--- config.mk ---
export PLATFORM = sky130hd
export DESIGN_NAME = alu_share_ctrl
export DESIGN_NICKNAME = d
export VERILOG_FILES = /design/src/rtl/alu_share_ctrl.sv
export SDC_FILE = /design/constraint.sdc
export NUM_CORES = 1
export LEC_CHECK = 0
export CAP_MARGIN = 5
export CORE_MARGIN = 3
export CORE_UTILIZATION = 40
export DETAILED_ROUTE_END_ITERATION = 16
export DONT_BUFFER_PORTS = 1
export PLACE_DENSITY_LB_ADDON = 0.08
export REMOVE_ABC_BUFFERS = 1
export SLEW_MARGIN = 10
export SYNTH_ARGS = -nofsm -noshare
export SYNTH_HDL_FRONTEND = slang
export SYNTH_SLANG_ARGS = --single-unit
--- constraint.sdc ---
create_clock -name clk -period 2.2 [get_ports clk]
set_input_delay 0.55 -clock clk [delete_from_list [all_inputs] [get_ports clk]]
set_output_delay 0.55 -clock clk [all_outputs]
set_load 0.1 [all_outputs]
--- src/rtl/alu_share_ctrl.sv ---
// Two-way round-robin arbiter and sequencer in front of a shared combinational ALU.
// Define ALU_OPCHECK_EN to answer ops 6/7 directly with rsp_err instead of running the ALU.
module alu_share_ctrl #(
    parameter int unsigned MUL_LATENCY  = 3,
    parameter int unsigned BASE_LATENCY = 1
) (
    input  logic        clk,
    input  logic        reset,
    input  logic [1:0]  req_valid,
    output logic [1:0]  req_ready,
    input  logic [5:0]  req_op,
    input  logic [63:0] req_a,
    input  logic [63:0] req_b,
    input  logic [1:0]  req_set,
    output logic [1:0]  rsp_valid,
    input  logic [1:0]  rsp_ready,
    output logic [31:0] rsp_result,
    output logic        rsp_err,
    output logic        flag_z,
    output logic        flag_n,
    output logic        busy,
    output logic [31:0] alu_dat1,
    output logic [31:0] alu_dat2,
    output logic [2:0]  alu_control,
    output logic        alu_set,
    input  logic [31:0] alu_result,
    input  logic        alu_z,
    input  logic        alu_n
);
    typedef enum logic [1:0] {IDLE = 2'd0, EXEC = 2'd1, RESP = 2'd2} state_t;

    localparam logic [3:0] MUL_LAT  = 4'(MUL_LATENCY);
    localparam logic [3:0] BASE_LAT = 4'(BASE_LATENCY);
    localparam logic [2:0] OP_MUL   = 3'd2;

    state_t      state_q, state_d;
    logic [3:0]  cnt_q, cnt_d;
    logic        owner_q, owner_d;
    logic        prio_q, prio_d;
    logic [1:0]  rsp_valid_q, rsp_valid_d;
    logic [31:0] rsp_result_q, rsp_result_d;
    logic        rsp_err_q, rsp_err_d;
    logic        flag_z_q, flag_z_d;
    logic        flag_n_q, flag_n_d;
    logic        busy_q, busy_d;
    logic [31:0] alu_dat1_q, alu_dat1_d;
    logic [31:0] alu_dat2_q, alu_dat2_d;
    logic [2:0]  alu_control_q, alu_control_d;
    logic        alu_set_q, alu_set_d;

    logic        grant_any_s;
    logic        grant_idx_s;
    logic [2:0]  sel_op_s;
    logic [31:0] sel_a_s;
    logic [31:0] sel_b_s;
    logic        sel_set_s;
    logic        illegal_s;
    logic        unused_alu_flags_s;

    // Flags are recomputed from alu_result, so the ALU's own Z/N are not consumed.
    assign unused_alu_flags_s = alu_z ^ alu_n;

    // Round-robin arbitration: a lone requester wins, a tie goes to the priority pointer.
    always_comb begin
        grant_any_s = 1'b0;
        grant_idx_s = 1'b0;
        case (req_valid)
            2'b01:   begin grant_any_s = 1'b1; grant_idx_s = 1'b0;   end
            2'b10:   begin grant_any_s = 1'b1; grant_idx_s = 1'b1;   end
            2'b11:   begin grant_any_s = 1'b1; grant_idx_s = prio_q; end
            default: begin grant_any_s = 1'b0; grant_idx_s = 1'b0;   end
        endcase
    end

    assign sel_op_s  = grant_idx_s ? req_op[5:3]   : req_op[2:0];
    assign sel_a_s   = grant_idx_s ? req_a[63:32]  : req_a[31:0];
    assign sel_b_s   = grant_idx_s ? req_b[63:32]  : req_b[31:0];
    assign sel_set_s = grant_idx_s ? req_set[1]    : req_set[0];

`ifdef ALU_OPCHECK_EN
    assign illegal_s = (sel_op_s == 3'd6) || (sel_op_s == 3'd7);
`else
    assign illegal_s = 1'b0;
`endif

    // Accept is combinational so a requester sees ready in the same cycle it raises valid.
    assign req_ready = (state_q == IDLE && grant_any_s && !reset)
                       ? (grant_idx_s ? 2'b10 : 2'b01) : 2'b00;

    // Next-state and next-output computation for the IDLE -> EXEC -> RESP sequence.
    always_comb begin
        state_d       = state_q;
        cnt_d         = cnt_q;
        owner_d       = owner_q;
        prio_d        = prio_q;
        rsp_valid_d   = rsp_valid_q;
        rsp_result_d  = rsp_result_q;
        rsp_err_d     = rsp_err_q;
        flag_z_d      = flag_z_q;
        flag_n_d      = flag_n_q;
        alu_dat1_d    = alu_dat1_q;
        alu_dat2_d    = alu_dat2_q;
        alu_control_d = alu_control_q;
        alu_set_d     = alu_set_q;
        case (state_q)
            IDLE: begin
                if (grant_any_s) begin
                    owner_d = grant_idx_s;
                    prio_d  = ~grant_idx_s;
                    if (illegal_s) begin
                        state_d      = RESP;
                        rsp_result_d = 32'hFFFF_FFFF;
                        rsp_err_d    = 1'b1;
                        rsp_valid_d  = grant_idx_s ? 2'b10 : 2'b01;
                    end else begin
                        state_d       = EXEC;
                        rsp_err_d     = 1'b0;
                        alu_dat1_d    = sel_a_s;
                        alu_dat2_d    = sel_b_s;
                        alu_control_d = sel_op_s;
                        alu_set_d     = sel_set_s;
                        cnt_d         = (sel_op_s == OP_MUL) ? MUL_LAT : BASE_LAT;
                    end
                end else begin
                    state_d = IDLE;
                end
            end
            EXEC: begin
                cnt_d = cnt_q - 4'd1;
                if (cnt_q == 4'd1) begin
                    state_d      = RESP;
                    rsp_result_d = alu_result;
                    rsp_err_d    = 1'b0;
                    rsp_valid_d  = owner_q ? 2'b10 : 2'b01;
                    if (alu_set_q) begin
                        flag_z_d = (alu_result == 32'd0);
                        flag_n_d = alu_result[31];
                    end else begin
                        flag_z_d = flag_z_q;
                        flag_n_d = flag_n_q;
                    end
                end else begin
                    state_d = EXEC;
                end
            end
            RESP: begin
                if (rsp_ready[owner_q]) begin
                    state_d     = IDLE;
                    rsp_valid_d = 2'b00;
                    rsp_err_d   = 1'b0;
                end else begin
                    state_d = RESP;
                end
            end
            default: begin
                state_d     = IDLE;
                rsp_valid_d = 2'b00;
            end
        endcase
        busy_d = (state_d != IDLE);
    end

    // State and registered outputs; reset abandons any transaction in flight.
    always_ff @(posedge clk) begin
        if (reset) begin
            state_q       <= IDLE;
            cnt_q         <= 4'd0;
            owner_q       <= 1'b0;
            prio_q        <= 1'b0;
            rsp_valid_q   <= 2'b00;
            rsp_result_q  <= 32'd0;
            rsp_err_q     <= 1'b0;
            flag_z_q      <= 1'b0;
            flag_n_q      <= 1'b0;
            busy_q        <= 1'b0;
            alu_dat1_q    <= 32'd0;
            alu_dat2_q    <= 32'd0;
            alu_control_q <= 3'd0;
            alu_set_q     <= 1'b0;
        end else begin
            state_q       <= state_d;
            cnt_q         <= cnt_d;
            owner_q       <= owner_d;
            prio_q        <= prio_d;
            rsp_valid_q   <= rsp_valid_d;
            rsp_result_q  <= rsp_result_d;
            rsp_err_q     <= rsp_err_d;
            flag_z_q      <= flag_z_d;
            flag_n_q      <= flag_n_d;
            busy_q        <= busy_d;
            alu_dat1_q    <= alu_dat1_d;
            alu_dat2_q    <= alu_dat2_d;
            alu_control_q <= alu_control_d;
            alu_set_q     <= alu_set_d;
        end
    end

    assign rsp_valid   = rsp_valid_q;
    assign rsp_result  = rsp_result_q;
    assign rsp_err     = rsp_err_q;
    assign flag_z      = flag_z_q;
    assign flag_n      = flag_n_q;
    assign busy        = busy_q;
    assign alu_dat1    = alu_dat1_q;
    assign alu_dat2    = alu_dat2_q;
    assign alu_control = alu_control_q;
    assign alu_set     = alu_set_q;
endmodule

==> reports/qor.yml <==
synth.area.top_cells: "dfxtp_1 (52%), a222oi_1 (14%), nand2_1 (6.9%)"
p_leak_nw: 2.67
dr_total_vias: 4022
hold_buffers: 0
syn-cell-area_sq_um: 4340
clock_latency_ns: 0.50
layout-drive-gt1-share_pct: 26.5
synth_top_area_share_pct: 52.1
seq_power_share_pct: 32.5
worstRegToRegCells: 6
syn_area_per_cell_sq_um: 9.22
slew_viol_final: 0
port_buffers: 0
syn2layout_area_growth_pct: 33.7
critPathArrivalTime_ns: 1.58
first_iter_violations: 427
max_freq_mhz: 470
min_path_type: "input pin to flip-flop"
rrSetupSlack_ns: 0.42
track_usage_pct: 20.5
netSwitchingPower_mw: 2.92
numCtsBuffers: 17
dp_hpwl_mm: 9.03
peakVddDrop_v: 0.000556
yosysTopAreaCell: "dfxtp_1"
grt_pass1_vias: 3751
netlist_instances: 471
critical_path.max_fanout: 12
critPathKind: "flip-flop to output port"
final_cell_count_no_fill: 720
core_sq_um: 10500
ios: 284
critPathRequiredTime_ns: 1.65
ys_ff_latch: 113
dieWidth_um: 110
ant_nets: 0
fp.dieH_um: 110
yosysWarnings: 0
synth_cell_types: 39
initial_core_util_pct: 41.5
synth_edf_count: 0
relSlewSlack_pct: 51.2
cts.clk_slew.worst_paths_ns: 0.05
maxCapViolCount: 0
hp-start: "reset"
combinationalPowerShare_pct: 33.9
cts_tree: "built"
critPathLaunchType: "flip-flop"
rsz0062_at_grt: "false"
post_drt_via_cell_ratio: 5.59
dp.cells: 683
async_flop_share_pct: 0
holdPathEnd: "rsp_result[2]$_SDFFE_PP0P_"
fin_skew_ns: 0.0104
status: "complete, no violations"
whs_path_depth: 1
ys_seq_area_share_pct: 52.1
drc: 0
wl_per_cell_um: 18.4
antenna_found_initial: 0
fin_crit_sh_pct: 96.6
worst_slew_pin_slew_ns: 0.733
placed_cell_area_sq_um: 5170
synth_ff_type: "dfxtp_1"
grt_max_degree: 67
ctsHtreeMaxLevel: 4
diodes: 0
pwr-share-clk_pct: 33.6
fin_nets: 749
cts_num_sinks: 113
crit_path_end_kind: "output port"
p_int_mw: 4.30
r2r-end: "rsp_valid[1]$_SDFFE_PP0P_"
dr.pass1.iters: 8
wl_mm: 13.2
clockBufferDepth: 2
fin_util_pct: 55.5
grt_pass1_wl_mm: 18.9
clock-root-buffer: "clkbuf_8"
period_needed_ns: 2.13
setup_viol: 0
stdcell_area_sq_um: 5800
switching_share_pct: 40.5
dieArea_sq_um: 12100
gp_congestion: 0.736
worstReg2RegStart: "cnt_q[0]$_SDFFE_PP0P_"
finalHoldViolations: 0
power-per-cell-area_nw_per_um2: 1240
rows: 37
grt_overflow: 0
## critical path, stage by stage (launching register included)
cell and delay (ns):
dfxtp_1 0.38, nor2_4 0.19, and4_4 0.28, buf_12 0.21
## cell usage after synthesis (3+ instances only)
cell type,number
nand3_1,5
a311oi_1,3
buf_6,9
a21o_1,3
nor4_1,8
a21oi_1,40
dfxtp_1,113
clkbuf_1,10
a222oi_1,61
nand2_1,80
inv_1,49
buf_2,18
o21ai_0,6
nor3_1,4
nor2_1,28
a22oi_1,4
## logic make-up (layout without fill, tap and decap cells)
logic type | Yosys count | count (layout) | synth area share [%]
multiplexers | 2 | 2 | 0.461
AO/OA/AOI/OAI | 123 | 123 | 22.5
flip-flops | 113 | 113 | 52.1
AND/OR/NAND/NOR | 143 | 145 | 14.6
other | 1 | 1 | 0.0864
buffers and inverters | 87 | 198 | 9.68
adder cells (fa/ha/maj) | 2 | 2 | 0.576
## worst max-delay path by stage
| stage | start | endpoint | slack, ns | cells past startpoint |
|---|---|---|---|---|
| 4_1_cts | state_q[1]$_SDFF_PP0_ | req_ready[1] | 0.02 | 3 |
| 2_1_floorplan | req_valid[0] | req_ready[1] | -0.58 | 2 |
| 3_5_place_dp | reset | alu_dat1[3]$_SDFFE_PP0N_ | 0.27 | 5 |
| 6_report | state_q[0]$_SDFF_PP0_ | req_ready[1] | 0.07 | 3 |
| 3_3_place_gp | reset | alu_dat1[11]$_SDFFE_PP0N_ | 0.32 | 5 |
| 5_1_grt | state_q[0]$_SDFF_PP0_ | req_ready[1] | 0.009 | 3 |
## metal layers
layer / GRT usage (%) / routed length, um / vias up
met2: 36.2 / 6900 / 226
met5: 0 / 0 / -
met4: 7.74 / 133 / 0
li1: - / - / 1915
met3: 8.27 / 1350 / 11
met1: 21.8 / 4830 / 1870
## power by group through the flow
stage	logic (mW)	registers (mW)	clock network [mW]
finish	2.45	2.35	2.43
global route	2.56	2.37	2.56
detailed placement	2.42	2.39	0
floorplan	0.472	3.82	0
CTS	2.45	2.35	2.48
global placement	2.40	2.38	0
## through the flow
stage	setup TNS, ns	setup slack [ns]	hold WS [ns]	total power, mW
after floorplan	-19.31	-0.576	0.440	4.29
after global placement	0	0.318	0.437	4.78
after global routing	0	0.00882	0.0881	7.49
after CTS	0	0.0241	0.0917	7.28
final	0	0.0746	0.122	7.22
after detailed placement	0	0.274	0.442	4.80
## layout make-up
class	instances	area, sq um
clock buffer	21	439
clock inverter	11	90.1
fill	957	4660
inverter	49	184
multi-input combinational	273	1690
sequential	113	2260
tap	136	170
timing repair buffer	117	966
## cell usage in the layout, fill, tap and decap left out, drive strengths merged, types with 5 or more instances in the layout
master	synthesis	final
o21ai	6	6
nor2	29	29
clkbuf	10	21
nand3	5	5
a21oi	41	41
and4	3	5
nor4	8	8
nand2	80	80
a222oi	61	61
dfxtp	113	113
clkinv	0	6
inv	49	49
buf	28	115
## timing repair
action,in CTS,in global routing
gates resized for setup,3,0
setup endpoints to repair,2,2
setup buffers,0,1
pin swaps,1,1
gates cloned,4,0
## state kept, by name, summed over array words and instances (netlist names)
name         count
flag_n           1
rsp_valid        2
alu_dat1        32
state_q          2
rsp_result      32
alu_dat2        32
prio_q           1
owner_q          1
alu_control      3
flag_z           1
busy             1
alu_set          1
cnt_q            4
No activity file was read; power rests on OpenSTA's default activity.
